--- config.mk ---
export PLATFORM = sky130hd
export DESIGN_NAME = hadamard_row8
export DESIGN_NICKNAME = d
export VERILOG_FILES = /design/src/rtl/hadamard_row8.sv
export SDC_FILE = /design/constraint.sdc
export NUM_CORES = 1
export LEC_CHECK = 0
export CORE_UTILIZATION = 25
export DETAILED_ROUTE_END_ITERATION = 6
export SLEW_MARGIN = 10
export SYNTH_ARGS = -nofsm -noshare
export SYNTH_HDL_FRONTEND = slang
export SYNTH_SLANG_ARGS = --single-unit
--- constraint.sdc ---
create_clock -name clk -period 4.25 [get_ports clk]
set_clock_uncertainty 0.1 [all_clocks]
set_input_delay 1.0625 -clock clk [delete_from_list [all_inputs] [get_ports clk]]
set_output_delay 1.0625 -clock clk [all_outputs]
set_load 0.02 [all_outputs]
--- src/rtl/hadamard_row8.sv ---
// hadamard_row8: 8-point unnormalised Walsh-Hadamard transform of one residual row.
// The transform is a three-level radix-2 butterfly. Each level has its own register
// stage, and a fourth register holds the published coefficients. A 3-bit row counter
// tags each output row with its position in the 8x8 block.
module hadamard_row8 #(
    parameter int WIDTH = 8
) (
    input  logic                    clk,
    input  logic                    rst,
    input  logic                    ena,
    input  logic                    in_valid,
    input  logic signed [WIDTH:0]   diff_0,
    input  logic signed [WIDTH:0]   diff_1,
    input  logic signed [WIDTH:0]   diff_2,
    input  logic signed [WIDTH:0]   diff_3,
    input  logic signed [WIDTH:0]   diff_4,
    input  logic signed [WIDTH:0]   diff_5,
    input  logic signed [WIDTH:0]   diff_6,
    input  logic signed [WIDTH:0]   diff_7,
    output logic signed [WIDTH+3:0] had_0,
    output logic signed [WIDTH+3:0] had_1,
    output logic signed [WIDTH+3:0] had_2,
    output logic signed [WIDTH+3:0] had_3,
    output logic signed [WIDTH+3:0] had_4,
    output logic signed [WIDTH+3:0] had_5,
    output logic signed [WIDTH+3:0] had_6,
    output logic signed [WIDTH+3:0] had_7,
    output logic                    out_valid,
    output logic [2:0]              row_idx,
    output logic                    block_last
);

    localparam int W1 = WIDTH + 2;
    localparam int W2 = WIDTH + 3;
    localparam int W3 = WIDTH + 4;

    logic signed [WIDTH:0] w_d        [8];
    logic signed [W1-1:0]  w_s1_next  [8];
    logic signed [W2-1:0]  w_s2_next  [8];
    logic signed [W3-1:0]  w_s3_next  [8];

    logic signed [W1-1:0]  r_s1  [8];
    logic signed [W2-1:0]  r_s2  [8];
    logic signed [W3-1:0]  r_s3  [8];
    logic signed [W3-1:0]  r_had [8];

    logic       r_v1;
    logic       r_v2;
    logic       r_v3;
    logic       r_out_valid;
    logic       r_block_last;
    logic [2:0] r_row_idx;
    logic [2:0] r_row_cnt;

    assign w_d[0] = diff_0;
    assign w_d[1] = diff_1;
    assign w_d[2] = diff_2;
    assign w_d[3] = diff_3;
    assign w_d[4] = diff_4;
    assign w_d[5] = diff_5;
    assign w_d[6] = diff_6;
    assign w_d[7] = diff_7;

    // Butterfly levels. The lower index of each pair takes the sum and the upper
    // index takes the difference. Running the levels in this order leaves the
    // results in Sylvester (natural Hadamard) order. Every operand is sign-extended
    // to the wider width of its level before the add/subtract.
    genvar gi;
    generate
        for (gi = 0; gi < 8; gi++) begin : g_bfly
            if ((gi & 4) == 0) begin : g_l1_sum
                assign w_s1_next[gi] = W1'(w_d[gi]) + W1'(w_d[gi+4]);
            end else begin : g_l1_dif
                assign w_s1_next[gi] = W1'(w_d[gi-4]) - W1'(w_d[gi]);
            end

            if ((gi & 2) == 0) begin : g_l2_sum
                assign w_s2_next[gi] = W2'(r_s1[gi]) + W2'(r_s1[gi+2]);
            end else begin : g_l2_dif
                assign w_s2_next[gi] = W2'(r_s1[gi-2]) - W2'(r_s1[gi]);
            end

            if ((gi & 1) == 0) begin : g_l3_sum
                assign w_s3_next[gi] = W3'(r_s2[gi]) + W3'(r_s2[gi+1]);
            end else begin : g_l3_dif
                assign w_s3_next[gi] = W3'(r_s2[gi-1]) - W3'(r_s2[gi]);
            end
        end
    endgenerate

    // Butterfly pipeline registers with a valid bit that travels alongside each stage.
    always_ff @(posedge clk) begin
        if (!rst) begin
            r_v1 <= 1'b0;
            r_v2 <= 1'b0;
            r_v3 <= 1'b0;
            r_s1 <= '{default: '0};
            r_s2 <= '{default: '0};
            r_s3 <= '{default: '0};
        end else if (ena) begin
            r_v1 <= in_valid;
            r_v2 <= r_v1;
            r_v3 <= r_v2;
            r_s1 <= w_s1_next;
            r_s2 <= w_s2_next;
            r_s3 <= w_s3_next;
        end
    end

    // Output stage. The coefficients and row index change only when a valid row
    // leaves stage 3; the row counter advances for that same event.
    always_ff @(posedge clk) begin
        if (!rst) begin
            r_had        <= '{default: '0};
            r_out_valid  <= 1'b0;
            r_block_last <= 1'b0;
            r_row_idx    <= 3'd0;
            r_row_cnt    <= 3'd0;
        end else if (ena) begin
            r_out_valid  <= r_v3;
            r_block_last <= r_v3 && (r_row_cnt == 3'd7);
            if (r_v3) begin
                r_had     <= r_s3;
                r_row_idx <= r_row_cnt;
                r_row_cnt <= r_row_cnt + 3'd1;
            end
        end
    end

    assign had_0      = r_had[0];
    assign had_1      = r_had[1];
    assign had_2      = r_had[2];
    assign had_3      = r_had[3];
    assign had_4      = r_had[4];
    assign had_5      = r_had[5];
    assign had_6      = r_had[6];
    assign had_7      = r_had[7];
    assign out_valid  = r_out_valid;
    assign row_idx    = r_row_idx;
    assign block_last = r_block_last;

endmodule
* After elaboration in Yosys (flattened, before gate mapping)
Cells that the tools add are included.
** Cells by class
- Add/sub/neg operators :: 25
- Reduce and logical (&&, ||, !) cells :: 2
- Equal/unequal tests :: 1
** Operators by type and width (count)
- 11-bit by 11-bit adder with 12-bit output :: 4
- 11-bit by 11-bit subtractor with 12-bit output :: 4
- 10-bit by 10-bit adder with 11-bit output :: 4
- 10-bit by 10-bit subtractor with 11-bit output :: 4
- 9-bit by 9-bit adder with 10-bit output :: 4
- 9-bit by 9-bit subtractor with 10-bit output :: 4
- 3-bit by 1-bit adder with 3-bit output, second input constant :: 1
- 3-bit equality test, second input constant :: 1
- 2-bit AND reduction :: 1
- 1-bit logical AND :: 1
** Word-level totals
- Bits in registers :: 371
- Logic and storage cells :: 67

* Logic depth before layout (Yosys ltp)
- Word-level depth :: 2
- Gate-level depth with buffers :: 10
- Gate-level depth less buffers :: 10

* Least setup slack after synthesis
No wires, ideal clock.
- Path type :: input to register
- Start :: input diff_2[0]
- End :: register r_s1[18] (netlist bit)
- Cell stages on the path :: 10
- Setup slack :: 1.338 ns
- Data required time :: 4.018 ns
- Data arrival time :: 2.680 ns
- Cell sequence :: inv_1 ha_1 inv_1 fa_1 a21o_1 a21oi_1 a21oi_1 o41ai_1 xor2_1 a21oi_1
** Between the ends
- Cells in the longest elaborated chain, start to end :: 1
** Ends and longest elaborated chain
- from (decl) :: line 14 : input logic signed [WIDTH:0] diff_2,
- 9-bit by 9-bit subtractor with 10-bit output :: line 74 : assign w_s1_next[gi] = W1'(w_d[gi-4]) - W1'(w_d[gi]);
- to (signal assigned) :: line 104 : r_s1 <= w_s1_next;
- to (decl) :: line 42 : logic signed [W1-1:0] r_s1 [8];
Every way passes these cells.
A chain may end at the register's enable or synchronous reset.

* Worst setup path in the final report
- Start :: input diff_5[0]
- End :: register r_s1[28] (netlist bit)
** Between the ends
- Cells in the longest elaborated chain, start to end :: 1
** Ends and longest elaborated chain
- from (decl) :: line 17 : input logic signed [WIDTH:0] diff_5,
- 9-bit by 9-bit subtractor with 10-bit output :: line 74
Every way passes these cells.

==> flow_metrics.env <==
export IMPL_setup_viol=0
export IMPL_synthCells=2686
export IMPL_ys_warn_count=0
export IMPL_cts_path_max_buffers=3
export IMPL_tightest_slew_ns=1.05
export IMPL_insertion_delay_ns=0.58
export IMPL_dp_slack_ns=0.627
export IMPL_diodes=0
export IMPL_grt_overflow_total=0
export IMPL_crit_family="compound AO/OA/AOI/OAI gates"
export IMPL_r2r_slack_ns=1.39
export IMPL_grt_pass1_vias=17100
export IMPL_async_flop_share=0
export IMPL_fin_nets=3094
export IMPL_yosys_most_used_dff="dfxtp_1"
export IMPL_die_height_um=296
export IMPL_setup_slack_ns=1.23
export IMPL_dp_cells=3859
export IMPL_drive_gt1_frac=0.0412
export IMPL_report_final_slew_viol_count=0
export IMPL_synth_compound_area_share=0.216
export IMPL_synthAdderAreaFrac=0.157
export IMPL_pwr_density_cell_nw_per_um2=418
export IMPL_path_clk_slew_ns=0.05
export IMPL_dp_hpwl_um=48300
export IMPL_grt_pass1_wl_um=99000
export IMPL_num_rows=107
export IMPL_period_needed_ns=3.02
export IMPL_max_cap_viol_count=0
export IMPL_cp_start_kind="primary input"
export IMPL_outcome="finished, final reports clean"
export IMPL_drc=0
export IMPL_dieArea_um2=87500
export IMPL_cp_common_cell="a21oi_1"
export IMPL_ys_ff_latch=347
export IMPL_vias=18300
export IMPL_arrival_ns=3.37
export IMPL_vdd_ir_drop_max_mv=0.251
export IMPL_io_buffers=176
export IMPL_initial_core_util=0.253
export IMPL_clock_fmax_mhz=331
export IMPL_final_util=0.301
export IMPL_yosys_area_share_simple=0.165
export IMPL_hold_path_class="reg2reg"
export IMPL_syn_area_um2=21600
export IMPL_slew_headroom=0.297
export IMPL_wirelength_um=63600
export IMPL_die_w_um=296
export IMPL_worstPathRequired_ns=4.60
export IMPL_slowest_delay_ns=0.48
export IMPL_synth_top_family_by_area="compound AO/OA/AOI/OAI gates"
export IMPL_nFillCells=9208
export IMPL_post_cts_buffers=0
export IMPL_finalHoldViolCount=0
export IMPL_ys_types=77
export IMPL_cts_tree="done"
export IMPL_cp_max_fo=2
export IMPL_stdcell_count=3938
export IMPL_synth_top_area_frac=0.322
export IMPL_ioPinCount=177
export IMPL_detail_route_vias_per_cell=4.65
export IMPL_rsz0062_at_grt="no"
export IMPL_place_gp_congestion=0.886
export IMPL_end_kind="flop"
export IMPL_cts_hold_buf=0
export IMPL_synth_edf_count=0
export IMPL_p_leak_nw=10.1
export IMPL_synth_nets=3019
export IMPL_firstDrtPassIters=6
export IMPL_cts_resized=0
export IMPL_antenna_left=0
export IMPL_cp_num_buf_inv=2
export IMPL_crit_slowest_cell="clkdlybuf4s50_1"
export IMPL_cts_sinks=347
export IMPL_netlist_top_cells_area="dfxtp_1, ha_1, a21oi_1, nand2_1, o21ai_0"
export IMPL_syn_mean_instance_area_um2=8.03
export IMPL_wire_per_inst_um=16.1
export IMPL_critical_path_cell_chain="clkdlybuf4s50_1, ha_1, inv_1, fa_1, a21o_1, a21oi_1, a21oi_1, o41ai_1, xor2_1, o21ai_0"
export IMPL_h_tree_depth=2
export IMPL_area_delta_synth_final_pct=19.2
export IMPL_muxShareOfSynthArea=0.0150
export IMPL_fin_setup_tns_ns=0
export IMPL_drt_iter0_drc=1148
export IMPL_grt_use_total=0.143
export IMPL_cts_root_buf="clkbuf_16"
export IMPL_critPathKind="in2reg"
export IMPL_coreArea_um2=85300
export IMPL_power_w=0.0108
export IMPL_ys_seq_area_frac=0.322
export IMPL_fin_crit_sh=0.711
export IMPL_antenna_found_initial=0
export IMPL_yosysTopAreaCell="dfxtp_1"
export IMPL_synthXorXnorAreaFrac=0.0536
export IMPL_numCtsBuffers=44
export IMPL_grt_max_degree=110
[synth_stat cells (9+ instances only)]
cell        n
o211ai_1    9
or4_1       9
buf_4       9
o31ai_1    13
clkbuf_1  105
nand2b_1   30
buf_1      25
xnor2_1    93
a21o_1     21
o21bai_1   27
a211oi_1   85
nand3_1    37
inv_1     219
a311oi_1   10
or3_1      35
nor3_1     47
buf_2      22
nor2b_1    54
nand2_1   289
nor4_1     17
nor2_1    222
dfxtp_1   347
a32o_1     18
o22ai_1    14
a21oi_1   262
a31oi_1    25
o21a_1     22
xor2_1     39
mux2i_1    29
ha_1      233
fa_1       24
o21ai_0   176
[per-layer routing]
metal / global-route usage / vias to the layer above / wire, µm
met5: 0 / - / 0
met1: 0.200 / 8461 / 31700
met4: 0.0421 / 0 / 1470
met3: 0.0189 / 84 / 2470
met2: 0.227 / 348 / 28000
li1: - / 9401 / -
[state kept, by name, summed over array words and instances (netlist names)]
register,cells
r_s2,82
r_s1,76
had_1,11
r_row_cnt,3
out_valid,1
row_idx,3
block_last,1
had_0,12
had_6,11
had_4,11
had_2,11
r_v3,1
had_7,11
had_3,11
r_s3,89
had_5,11
r_v1,1
r_v2,1
[per-stage QoR]
step,cell area [µm²],hold WS (ns)
2_1_floorplan,21600,0.325
3_3_place_gp,24300,0.337
3_5_place_dp,24300,0.342
4_1_cts,25700,0.351
5_1_grt,25700,0.362
6_report,25700,0.350
[final timing paths]
check	startpoint	endpoint	depth (start not counted)
worst min-delay path	had_2[10]$_SDFFE_PN0P_	had_2[10]$_SDFFE_PN0P_	2
worst min register to register	had_2[10]$_SDFFE_PN0P_	had_2[10]$_SDFFE_PN0P_	2
worst max register to register	r_s2[77]$_SDFFE_PN0P_	r_s3[46]$_SDFFE_PN0P_	10
worst max-delay path	diff_5[0]	r_s1[28]$_SDFFE_PN0P_	10
[cells by family (layout without fill, tap and decap cells)]
family | count (synthesis) | in the layout
XOR/XNOR | 132 | 132
buffers and inverters | 387 | 495
AO/OA/AOI/OAI | 749 | 749
AND/OR/NAND/NOR | 782 | 782
flip-flops | 347 | 347
multiplexers | 32 | 32
adder cells (fa/ha/maj) | 257 | 257
[worst min-delay path, delay by kind of cell (launching register included)]
kind / cells / cell delay, ns
AO/OA/AOI/OAI: 1 / 0.05
flip-flops: 1 / 0.30
AND/OR/NAND/NOR: 1 / 0.05
[area by class of cell]
| type | instances | area, µm² | share of cell area |
|---|---|---|---|
| clock buffer | 60 | 1240 | 0.0483 |
| clock inverter | 19 | 206 | 0.00803 |
| inverter | 223 | 842 | 0.0328 |
| multi-input combinational | 1952 | 13100 | 0.510 |
| sequential | 347 | 6950 | 0.270 |
| tap | 1144 | 1430 | 0.0557 |
| timing repair buffer | 193 | 1930 | 0.0750 |
[placed cells by master, fill, tap and decap left out, types with 45 or more instances in the layout]
| cell type | instances |
|---|---|
| nor2_1 | 221 |
| clkbuf_16 | 45 |
| nand2_1 | 288 |
| a21oi_1 | 262 |
| a211oi_1 | 85 |
| dfxtp_1 | 347 |
| ha_1 | 233 |
| xnor2_1 | 93 |
| inv_1 | 219 |
| o21ai_0 | 176 |
| nor3_1 | 47 |
| clkdlybuf4s50_1 | 174 |
| nor2b_1 | 54 |
[where the power goes]
part / internal [W] / switching [W]
registers: 0.00358 / 0.000295
clock network: 0.00224 / 0.00153
logic: 0.00130 / 0.00180
(Power assumes the default switching activity.)
